[config.mk]
export PLATFORM = sky130hd
export DESIGN_NAME = hs_merge2
export DESIGN_NICKNAME = d
export VERILOG_FILES = /design/src/rtl/hs_merge2.sv
export SDC_FILE = /design/constraint.sdc
export NUM_CORES = 1
export LEC_CHECK = 0
export CORE_MARGIN = 5
export CORE_UTILIZATION = 32
export CTS_CLUSTER_DIAMETER = 80
export DETAILED_ROUTE_END_ITERATION = 6
export PLACE_DENSITY = 0.74
export SLEW_MARGIN = 20
export SYNTH_ARGS = -nofsm -noshare
export SYNTH_HDL_FRONTEND = slang
export SYNTH_SLANG_ARGS = --single-unit
[constraint.sdc]
create_clock -name clk -period 1.3 [get_ports clk]
set_input_delay 0.26 -clock clk [delete_from_list [all_inputs] [get_ports clk]]
set_output_delay 0.26 -clock clk [all_outputs]
set_load 0.01 [all_outputs]
[src/rtl/hs_merge2.sv]
// Two-input merge: each producer speaks four-phase req/ack, the consumer sees a
// registered valid/ready word tagged with its source; ties alternate between inputs.
module hs_merge2 #(
    parameter int               WIDTH         = 32,
    parameter logic [WIDTH-1:0] DEFAULT_VALUE = '0,
    parameter int               SYNC_STAGES   = 2
) (
    input  logic             clk,
    input  logic             rst,
    input  logic             req1,
    input  logic [WIDTH-1:0] in1,
    output logic             ack1,
    input  logic             req2,
    input  logic [WIDTH-1:0] in2,
    output logic             ack2,
    output logic [WIDTH-1:0] out_data,
    output logic             out_src,
    output logic             out_valid,
    input  logic             out_ready
);

    logic [SYNC_STAGES-1:0] sync1;
    logic [SYNC_STAGES-1:0] sync2;
    logic                   s1;
    logic                   s2;
    logic                   pend1;
    logic                   pend2;
    logic                   slot_free;
    logic                   grant1;
    logic                   grant2;
    logic                   last_was2;

    // Request synchronizers: the last flop of each chain is the only one used.
    always_ff @(posedge clk) begin
        if (rst) begin
            sync1 <= '0;
            sync2 <= '0;
        end else begin
            sync1 <= {sync1[SYNC_STAGES-2:0], req1};
            sync2 <= {sync2[SYNC_STAGES-2:0], req2};
        end
    end

    assign s1 = sync1[SYNC_STAGES-1];
    assign s2 = sync2[SYNC_STAGES-1];

    // A request counts only while its ack is low, so one capture per four-phase cycle.
    assign pend1     = s1 & ~ack1;
    assign pend2     = s2 & ~ack2;
    assign slot_free = ~out_valid | out_ready;

    // Round-robin tie break: the input that did not win last time goes first.
    assign grant1 = slot_free & pend1 & (~pend2 | last_was2);
    assign grant2 = slot_free & pend2 & (~pend1 | ~last_was2);

    always_ff @(posedge clk) begin
        if (rst) begin
            out_valid <= 1'b0;
            out_data  <= DEFAULT_VALUE;
            out_src   <= 1'b0;
            ack1      <= 1'b0;
            ack2      <= 1'b0;
            last_was2 <= 1'b1;
        end else begin
            if (grant1) begin
                out_data  <= in1;
                out_src   <= 1'b0;
                out_valid <= 1'b1;
                ack1      <= 1'b1;
                last_was2 <= 1'b0;
            end else if (grant2) begin
                out_data  <= in2;
                out_src   <= 1'b1;
                out_valid <= 1'b1;
                ack2      <= 1'b1;
                last_was2 <= 1'b1;
            end else if (out_valid && out_ready) begin
                out_valid <= 1'b0;
            end

            // Ack is released once the synchronized request has gone low.
            if (ack1 && !s1) begin
                ack1 <= 1'b0;
            end
            if (ack2 && !s2) begin
                ack2 <= 1'b0;
            end
        end
    end

endmodule

; ---- Yosys cells after proc, flatten, opt, wreduce, memory -nomap -nowiden
; Cells that the tools add are included.
[totals]
in_bits = 69
output_inout_bits = 36
word_cells = 42
regBits = 41
[op_classes]
reduce_logical = 11
n_bitwise = 16
muxes = 7
[op_table]
columns = op, count
row1 = 32-bit two-way mux, 2
row2 = 1-bit inverter, 7
row3 = 1-bit AND, 6
row4 = 2-bit OR reduction, 3
row5 = 1-bit two-way mux, 5
row6 = 1-bit logical AND, 3
row7 = 1-bit bitwise OR, 3
row8 = 3-bit nonzero test, 1
row9 = 1-bit zero test, 2
row10 = 2-bit AND reduction, 1
row11 = 2-bit nonzero test, 1

; ---- Logic depth before layout (Yosys ltp)
; Gate-level depths: netlist of the first run.
[depth]
depth_word = 7
depth_mapped = 6
ltp_nobuf = 3

; ---- Worst setup path after synthesis of the first run
; Ideal clock, no wire load.
[synth_path]
kind = register to register
from = reg ack1
to = reg out_data[1]
n_path_buf = 1
stages_incl_launch_ff = 5
t_arrival_ns = 1.373
setup_time_ns = 0.144
synth_period_minus_slack_ns = 1.517
t_required_ns = 1.156
path_slack_ns = -0.217
cell_sequence = dfxtp_1 and2b_1 clkbuf_1 a2111oi_0 a2111oi_2
[synth_between]
elab_chain_cells = 6
elab_cells_between_ends = 9
cone_classes = mux (1) / bitwise (7) / reduce/logical (1)
[synth_lines]
columns = item, line_no
row1 = start: declaration, 12  ; output logic ack1,
row2 = start signal: assignment, 61  ; ack1 <= 1'b0;
row3 = start signal: assignment, 69  ; ack1 <= 1'b1;
row4 = start signal: assignment, 83  ; ack1 <= 1'b0;
row5 = 1-bit inverter *, 48  ; assign pend1 = s1 & ~ack1;
row6 = 1-bit AND *, 48
row7 = 1-bit inverter, 54  ; assign grant2 = slot_free & pend2 & (~pend1 | ~last_was2);
row8 = 1-bit bitwise OR, 54
row9 = 1-bit AND, 54
row10 = 2-bit nonzero test (no source line), -
row11 = end signal: assignment, 66  ; out_data <= in1;
row12 = end signal: assignment, 72  ; out_data <= in2;
row13 = end: declaration, 16  ; output logic [WIDTH-1:0] out_data,
; Mark *: on every way between the ends. The rest lies on a longest branch, timed or not.
; A chain may end at the register's enable or synchronous reset.

; ---- Worst setup path after layout of the first run
[layout_path]
from = reg ack2
to = reg out_data[15]
[layout_between]
elab_chain_cells = 6
elab_cells_between_ends = 9
cone_classes = mux (1) / bitwise (7) / reduce/logical (1)
[layout_lines]
columns = item, line_no
row1 = start: declaration, 15  ; output logic ack2,
row2 = start signal: assignment, 62  ; ack2 <= 1'b0;
row3 = start signal: assignment, 75  ; ack2 <= 1'b1;
row4 = start signal: assignment, 86  ; ack2 <= 1'b0;
row5 = 1-bit inverter *, 49  ; assign pend2 = s2 & ~ack2;
row6 = 1-bit AND *, 49
row7 = 1-bit inverter, 53  ; assign grant1 = slot_free & pend1 & (~pend2 | last_was2);
row8 = 1-bit bitwise OR, 53
row9 = 1-bit AND, 53
row10 = 32-bit two-way mux or 2-bit nonzero test (tied branches), -
; Marks and branches as above.

==> results of run 1 <==
[synth_stat cells, drive strengths merged]
library cell	number	area, sq um
a211o	2	17.5
nor4	32	200
buf	17	115
or3	1	6.26
a211oi	1	7.51
clkbuf	15	56.3
nand2b	3	26.3
a2111oi	64	602
nor2b	5	31.3
nand2	3	11.3
nor3b	1	18.8
a21oi	3	15.0
inv	33	124
and2b	1	7.51
a21o	1	7.51
dfxtp	41	821
nor3	2	10.0
[per-layer routing]
layer | wire length [um] | part of all wire | up-vias | GRT usage
met1 | 4510 | 0.40 | 1329 | 0.291
met3 | 791 | 0.070 | 25 | 0.0608
li1 | - | - | 1155 | -
met4 | 291 | 0.026 | 0 | 0.0893
met5 | 0 | 0 | - | 0
met2 | 5760 | 0.51 | 123 | 0.412
[final cells by class]
type | count | area share
clock buffer | 7 | 0.0170
multi-input combinational | 120 | 0.435
tap | 77 | 0.0190
timing repair buffer | 151 | 0.341
sequential | 41 | 0.164
inverter | 33 | 0.0244
[what timing repair did]
action,4_1_cts,5_1_grt
pin swaps,37,21
resized for setup,214,24
gates cloned,9,6
setup endpoints to repair,71,37
setup buffers,8,5
[cell families after synthesis]
group	synth area share
flops	0.395
simple gates	0.150
buf+inv	0.142
compound gates	0.313
[sequential cells by signal, summed over array words and instances, names as in the netlist]
| signal | cells |
|---|---|
| ack2 | 1 |
| sync2 | 2 |
| out_data | 32 |
| sync1 | 2 |
| out_src | 1 |
| ack1 | 1 |
| last_was2 | 1 |
| out_valid | 1 |
[worst paths after layout]
check | endpoint | startpoint | slack (ps)
worst max-delay path | out_data[15]$_SDFFE_PP0P_ | ack2$_SDFFE_PP0P_ | -230
worst min-delay path | sync2[1]$_SDFF_PP0_ | sync2[0]$_SDFF_PP0_ | 440
worst max register to register | out_data[15]$_SDFFE_PP0P_ | ack2$_SDFFE_PP0P_ | -230
worst min register to register | sync2[1]$_SDFF_PP0_ | sync2[0]$_SDFF_PP0_ | 440
[power groups by stage]
stage / registers (mW) / logic, mW / clock network (mW)
finish: 1.42 / 1.32 / 0.889
global route: 1.42 / 1.37 / 0.968
CTS: 1.40 / 1.20 / 0.890
detailed placement: 1.43 / 0.839 / 0
global placement: 1.43 / 0.832 / 0
floorplan: 1.47 / 0.328 / 0
==> qor.yml, run 1 <==
die-area_sq_um: 8200
via_per_inst: 6.14
final_cell_mix: "66 x clkdlybuf4s50_1, 51 x a2111oi_4, 35 x dfxtp_1"
cpMaxStageDelayCell: "a2111oi_2"
drc: 0
final-max-slew-violation-count: 0
antenna_found_initial: 0
avgSynthCellArea_sq_um: 9.23
critPathTopFamily: "compound AO/OA/AOI/OAI gates"
p_sw_frac: 0.324
yosysSeqAreaShare: 0.395
grt_usage: 0.242
ctsLongestPathBuffers: 2
wl_mm: 11.4
layout_setup_ws_ps: -234
die_h_um: 90.6
crit_type: "flip-flop to flip-flop"
gp_congestion: 0.753
dr.pass1.iters: 5
finish.utilization: 0.799
hold_violations: 0
hold-path-cell-count: 1
clkSlewWorstSetupHoldPaths_ps: 80
p_int_mw: 2.45
final_layout_size_suffix_gt1_frac: 0.438
pwr-share-clk: 0.245
insertion_delay_ps: 300
path_depth: 4
syn_inst: 225
critPathMaxStageDelay_ps: 450
fin_cells: 429
ys_ff_latch: 41
post-dp-hpwl_mm: 5.07
hold_ws_ps: 440
p_leak_nw: 1.55
seq_area_sq_um: 831
cts_buffers: 5
initial_utilization: 0.327
synthDistinctLibCells: 22
layout.nets: 421
cts_tree: "built"
critPathLaunchType: "flip-flop"
ir_worst_vdd_v: 0.000557
io_pins: 105
setup_tns_ps: -3910
worstMarginPinSlew_ps: 469
finalSetupViolCount: 36
nFillCells: 323
arrival_ps: 1710
worstHoldPathType: "flip-flop to flip-flop"
postRouteAntennaNets: 0
power.density_nw_per_um2: 714
final.min_clock_period_ps: 1530
grt_overflow_total: 0
area_delta_synth_final_pct: 144
crit_fanout: 6
rows: 29
root_buffer: "clkbuf_8"
h-tree-depth: 2
wl_per_cell_um: 26.5
maxCapViolations: 0
p_sw_mw: 1.17
p_seq_frac: 0.391
synth_warnings: 0
grt_start_max_net_pins: 42
syn_area_sq_um: 2080
layout_commonest_cell: "clkdlybuf4s50_1"
first_global_vias: 2885
cts.sinks: 41
slew_headroom: 0.687
initialDrtViolationCount: 195
dp_cells: 395
dpl_worst_slack_ps: -547
p_comb_frac: 0.364
r2r_cells: 4
antenna_cells: 0
path_buf_inv: 1
coreArea_sq_um: 6350
syn-num-nets: 294
required_ps: 1470
fin_skew_ps: 9.01
postLayoutCellArea_sq_um: 5070
die_w_um: 90.6
finalCritPeriodShare: 1.18
num_vias: 2632
rsz0062_at_grt: "yes"
port_buffers: 104
path_cells: "nand2b_4, a21o_4, buf_8, a2111oi_2"
postPlaceCellArea_sq_um: 3480
violations: "negative setup slack"
multi_input_area_sq_um: 2210
fmax_mhz: 652
cts_hold_buf: 0
grt_pass1_wl_mm: 16.0
finalPower_mw: 3.63
end_kind: "flip-flop"
status: "finished, violations left"
No activity file was read; power rests on OpenSTA's default activity.
==> run 2: changes to the inputs <==
--- a/config.mk
+++ b/config.mk
@@ -5,9 +5,11 @@
 export SDC_FILE = /design/constraint.sdc
 export NUM_CORES = 1
 export LEC_CHECK = 0
-export CORE_MARGIN = 5
+export CAP_MARGIN = 15
+export CORE_MARGIN = 2
 export CORE_UTILIZATION = 32
 export CTS_CLUSTER_DIAMETER = 80
+export CTS_CLUSTER_SIZE = 12
 export DETAILED_ROUTE_END_ITERATION = 6
 export PLACE_DENSITY = 0.74
 export SLEW_MARGIN = 20
==> run 2 against run 1 <==
Effect of this change: the flow still finishes with violations (negative setup slack); non-clock buffer count down 11; sequential power about the same; critical path type unchanged; hold slack about the same; via count decreased by 5.7%; total power decreased by 6.0%; core utilization shrank 9.3 points; largest cell class unchanged; maximum frequency up 2.2%; highest routed layer unchanged.
==> qor.yml, run 2 (synthesized netlist as in run 1, its figures left out) <==
final_cell_mix: "66 x clkdlybuf4s50_1, 35 x dlygate4sd2_1, 35 x dfxtp_1"
wl_mm: 8.54  # -25%
root_buffer: "clkbuf_8"
cts_tree: "built"
top_register: "out_data"
coreArea_sq_um: 6310  # -0.57%
path_cells: "nand2b_4, a21o_4, buf_8, a2111oi_2"
cts_hold_buf: 0  # unchanged
final_layout_size_suffix_gt1_frac: 0.378  # -0.0592
initial_utilization: 0.329  # +0.00188
largest_reg_flops: 32  # unchanged
postLayoutCellArea_sq_um: 4460  # -12%
h-tree-depth: 2  # unchanged
violations: "negative setup slack"
num_vias: 2482  # -5.7%
layout.nets: 409  # -2.9%
postPlaceCellArea_sq_um: 3480  # unchanged
finalCritPeriodShare: 1.15  # -0.0253
initialDrtViolationCount: 87  # -55%
antenna_found_initial: 0  # unchanged
die_h_um: 84.6  # -6.6%
slew_headroom: 0.697  # +0.00960
rsz0062_at_grt: "yes"
end_kind: "flip-flop"
top_regs: "out_data (32), sync1 (2), sync2 (2)"
post-dp-hpwl_mm: 4.64  # -8.5%
dp_cells: 395  # unchanged
crit_type: "flip-flop to flip-flop"
layout_setup_ws_ps: -201  # +32.9 ps
path_buf_inv: 1  # unchanged
wl_per_cell_um: 20.4  # -23%
clkSlewWorstSetupHoldPaths_ps: 80  # about the same
power.density_nw_per_um2: 764  # +6.9%
area_delta_synth_final_pct: 115
hold_ws_ps: 439  # -0.191 ps
die-area_sq_um: 7150  # -13%
nFillCells: 448  # +39%
port_buffers: 104  # unchanged
setup_tns_ps: -2480  # +1430 ps
fmax_mhz: 666  # +2.2%
gp_congestion: 0.741  # -1.5%
rows: 29  # unchanged
insertion_delay_ps: 290  # about the same
grt_usage: 0.198  # -0.0443
arrival_ps: 1660  # -50 ps
final.min_clock_period_ps: 1500  # -32.9 ps
status: "finished, violations left"
dpl_worst_slack_ps: -544  # +3.83 ps
worstHoldPathType: "flip-flop to flip-flop"
grt_start_max_net_pins: 49  # +17%
dr.pass1.iters: 4  # -1
cts_buffers: 5  # unchanged
cpMaxStageDelayCell: "a2111oi_2"
first_global_vias: 2256  # -22%
worstMarginPinSlew_ps: 453  # -15.5 ps
crit_fanout: 7  # +1
critPathMaxStageDelay_ps: 440  # about the same
layout_commonest_cell: "clkdlybuf4s50_1"
maxCapViolations: 0  # unchanged
critPathTopFamily: "compound AO/OA/AOI/OAI gates"
cts.sinks: 41  # unchanged
fin_cells: 418  # -2.6%
antenna_cells: 0  # unchanged
required_ps: 1460  # about the same
via_per_inst: 5.94  # -3.2%
fin_skew_ps: 5.97  # -3.04 ps
final-max-slew-violation-count: 0  # unchanged
p_leak_nw: 1.42  # -8.5%
finalSetupViolCount: 32  # -11%
ir_worst_vdd_v: 0.000645  # +16%
grt_pass1_wl_mm: 11.6  # -27%
critPathLaunchType: "flip-flop"
io_pins: 105  # unchanged
hold_violations: 0  # unchanged
finalPower_mw: 3.41  # -6.0%
ctsLongestPathBuffers: 2  # unchanged
die_w_um: 84.6  # -6.6%
finish.utilization: 0.706  # -0.0929
drc: 0  # unchanged
postRouteAntennaNets: 0  # unchanged
grt_overflow_total: 0  # unchanged
run 2: changes by cell type in the layout (fill, tap and decap cells not counted), moves of 2 or more:
cell,previous run,this run
a2111oi_4,51,29
buf_12,11,7
nor4_4,7,4
a2111oi_2,8,23
buf_16,5,1
a2111oi_0,0,2
buf_6,6,8
buf_8,8,4
nor4_1,7,15
nor4_2,18,13
a2111oi_1,5,10
run 2: report_power, final:
part | switching [mW] | internal (mW)
combinational | 0.506 | 0.564
sequential | 0.0536 | 1.35
clock | 0.453 | 0.481
total | 1.01 | 2.39
run 2: cell type report:
class,instances,area (sq um),share of cell area
clock buffers,7,96.3,0.0216
repair buffers,140,1500,0.337
clock inverters,1,5.00,0.00112
multi-input cells,119,1800,0.404
inverters,33,124,0.0278
flip-flops and latches,41,833,0.187
well taps,77,96.3,0.0216
run 2: path summary, 6_finish.rpt:
path | from | end | slack, ps | cells after the start
worst max-delay path | ack2$_SDFFE_PP0P_ | out_data[14]$_SDFFE_PP0P_ | -200 | 4
worst max register to register | ack2$_SDFFE_PP0P_ | out_data[14]$_SDFFE_PP0P_ | -200 | 4
worst min register to register | sync1[0]$_SDFF_PP0_ | sync1[1]$_SDFF_PP0_ | 440 | 1
worst min-delay path | sync1[0]$_SDFF_PP0_ | sync1[1]$_SDFF_PP0_ | 440 | 1
run 2: metal layers:
layer | global-route usage | part of all wire | wire length [um] | vias to the layer above
met5 | 0 | 0 | 0 | -
met4 | 0.0346 | 0.012 | 99 | 0
met3 | 0.0433 | 0.069 | 593 | 11
met2 | 0.336 | 0.50 | 4300 | 107
met1 | 0.261 | 0.41 | 3540 | 1231
li1 | - | - | - | 1133
run 2: worst register-to-register path, delay by kind of cell, from the launching register on:
family                 cells  cell delay, ps
AO/OA/AOI/OAI              2             690
flip-flops                 1             370
AND/OR/NAND/NOR            1             160
buffers and inverters      1             160
run 2: timing repair:
action                                  in CTS  in global routing
pin swaps                                   17                 25
gates cloned                                 2                  6
resized for setup                          104                 71
setup buffers                                2                  6
endpoints found under the setup margin      70                 36
==> run 3: changes to the inputs <==
--- a/config.mk
+++ b/config.mk
@@ -5,13 +5,12 @@
 export SDC_FILE = /design/constraint.sdc
 export NUM_CORES = 1
 export LEC_CHECK = 0
-export CAP_MARGIN = 15
 export CORE_MARGIN = 2
 export CORE_UTILIZATION = 32
 export CTS_CLUSTER_DIAMETER = 80
 export CTS_CLUSTER_SIZE = 12
 export DETAILED_ROUTE_END_ITERATION = 6
-export PLACE_DENSITY = 0.74
+export PLACE_DENSITY = 0.72
 export SLEW_MARGIN = 20
 export SYNTH_ARGS = -nofsm -noshare
 export SYNTH_HDL_FRONTEND = slang
==> constraint.sdc (replaced) <==
create_clock -name clk -period 1.7 [get_ports clk]
set_input_delay 0.34 -clock clk [delete_from_list [all_inputs] [get_ports clk]]
set_output_delay 0.34 -clock clk [all_outputs]
set_load 0.01 [all_outputs]
==> run 3 against run 2 <==
Effect of this change: the run now ends clean; core utilization shrank 18 points; clock power shrank 24%; critical path depth grew 1; sequential cell count is the same; wire length shrank 23%; non-clock buffer count shrank 16; die area is the same; via count shrank 9.5%; total power shrank 31%; highest routed layer unchanged.
==> qor.yml, run 3 (synthesized netlist as in run 1, its figures left out) <==
postCtsSetupBuffers: 0  # -2
rows: 29  # unchanged
final-max-slew-violation-count: 0  # unchanged
largest_reg_flops: 32  # unchanged
coreArea_sq_um: 6310  # unchanged
final_cell_mix: "103 x clkdlybuf4s50_1, 41 x dfxtp_1, 33 x inv_1, 33 x a2111oi_0, 32 x nor4_1"
cts.sinks: 41  # unchanged
p_leak_nw: 1.07  # -24%
end_kind: "flip-flop"
die_h_um: 84.6  # unchanged
nFillCells: 589  # +31%
finish.utilization: 0.530  # -0.177
drc: 0  # unchanged
gp_congestion: 0.728  # -1.8%
finalSetupViolCount: 0  # -100%
final.min_clock_period_ps: 1600
required_ps: 1870  # +410 ps
worstHoldPathType: "flip-flop to flip-flop"
r2r_cells: 4  # unchanged
num_vias: 2247  # -9.5%
grtUsageMet3: 0.0580  # +0.0147
layout.nets: 393  # -3.9%
grtUsageMet2: 0.291  # -0.0451
initialDrtViolationCount: 171  # +97%
area_delta_synth_final_pct: 61.0
r2r_setup_slack_ps: 130  # +330 ps
top_register: "out_data"
power.density_nw_per_um2: 705  # -7.7%
arrival_ps: 1770  # +110 ps
grt_overflow_total: 0  # unchanged
slew_headroom: 0.682  # -0.0152
fmax_mhz: 624
port_buffers: 104  # unchanged
die-area_sq_um: 7150  # unchanged
finalCritPeriodShare: 0.943
status: "complete, no violations"
r2r_end: "out_data[4]$_SDFFE_PP0P_"
ir_worst_vdd_v: 0.000320  # -50%
grt_pass1_wl_mm: 10.3  # -11%
hold_violations: 0  # unchanged
dr.pass1.iters: 4  # unchanged
root_buffer: "clkbuf_8"
post_cts_resized: 0  # -100%
grt_usage: 0.178  # -0.0198
cp-startpoint: "out_ready"
use_met1: 0.230  # -0.0307
worstMarginPinSlew_ps: 465  # +11.9 ps
postPlaceCellArea_sq_um: 3240  # -7.1%
fin_skew_ps: 8.45  # +2.49 ps
insertion_delay_ps: 290  # about the same
rsz0062_at_grt: "yes"
postRouteAntennaNets: 0  # unchanged
wl_per_cell_um: 16.4  # -19%
die_w_um: 84.6  # unchanged
timing.rr.start: "sync2[1]$_SDFF_PP0_"
min_to: "sync2[1]$_SDFF_PP0_"
h-tree-depth: 2  # unchanged
grt_busiest_layer: "met2"
ctsLongestPathBuffers: 2  # unchanged
wl_mm: 6.61  # -23%
maxCapViolations: 0  # unchanged
crit_fanout: 27  # +20
hold_ws_ps: 446  # +6.20 ps
clkSlewWorstSetupHoldPaths_ps: 70  # about the same
layout_setup_ws_ps: 96.6  # +298 ps
final_layout_size_suffix_gt1_frac: 0.0985  # -0.280
crit_type: "primary input to flip-flop"
cts_hold_buf: 0  # unchanged
io_pins: 105  # unchanged
grt_start_max_net_pins: 29  # -41%
via_per_inst: 5.59  # -5.9%
hold-path-cell-count: 1  # unchanged
finalPower_mw: 2.36  # -31%
critPathLaunchType: "primary input"
postLayoutCellArea_sq_um: 3340  # -25%
dpl_worst_slack_ps: -216  # +328 ps
antenna_found_initial: 0  # unchanged
cts_tree: "built"
antenna_cells: 0  # unchanged
top_regs: "out_data (32), sync1 (2), sync2 (2)"
post-dp-hpwl_mm: 4.61  # -0.71%
first_global_vias: 2099  # -7.0%
min-delay-start: "sync2[0]$_SDFF_PP0_"
initial_utilization: 0.329  # unchanged
cts_buffers: 5  # unchanged
layout_commonest_cell: "clkdlybuf4s50_1"
[run 3: changes by cell type in the layout (fill, tap and decap cells not counted), moves of 5 or more]
cell             before  now
a2111oi_2            23    1
dfxtp_1              35   41
a2111oi_4            29    0
nor4_1               15   32
a2111oi_1            10   30
nor4_2               13    0
dlygate4sd2_1        35    0
buf_4                12   17
clkdlybuf4s50_1      66  103
a2111oi_0             2   33
buf_6                 8    0
[run 3: cell type report]
class | instances | area, sq um | area share
multi-input combinational | 119 | 971 | 0.290
timing repair buffer | 124 | 1230 | 0.368
sequential | 41 | 821 | 0.245
inverter | 33 | 124 | 0.0370
clock inverter | 1 | 5.00 | 0.00150
clock buffer | 7 | 96.3 | 0.0288
tap | 77 | 96.3 | 0.0288
[run 3: worst max-delay path by stage]
stage / slack (ps) / endpoint
2_1_floorplan: 180 / out_data[1]$_SDFFE_PP0P_
3_3_place_gp: -140 / out_data[29]$_SDFFE_PP0P_
3_5_place_dp: -220 / out_data[23]$_SDFFE_PP0P_
4_1_cts: 50 / ack2
5_1_grt: -20 / out_data[22]$_SDFFE_PP0P_
6_report: 100 / out_data[23]$_SDFFE_PP0P_
[run 3: critical path, stage by stage]
cell and delay (ps):
clkdlybuf4s50_1 480, nor2b_4 200, buf_4 290, nor4_1 90, a2111oi_1 360
[run 3: layer usage]
metal	routed length, um	share of wire
met1	2910	0.44
met2	3200	0.48
met3	480	0.073
met4	22	0.0033
met5	0	0
[run 3: where the power goes]
group          internal, mW  total [mW]  switching, mW
clock                 0.367       0.705          0.338
sequential             1.03        1.07         0.0408
combinational         0.350       0.579          0.229
[run 3: per-stage QoR]
stage | instances | setup TNS (ps)
finish | 402 | 0
global route | 402 | -45.3
CTS | 402 | 0
detailed placement | 394 | -5470
global placement | 394 | -3090
floorplan | 225 | 0
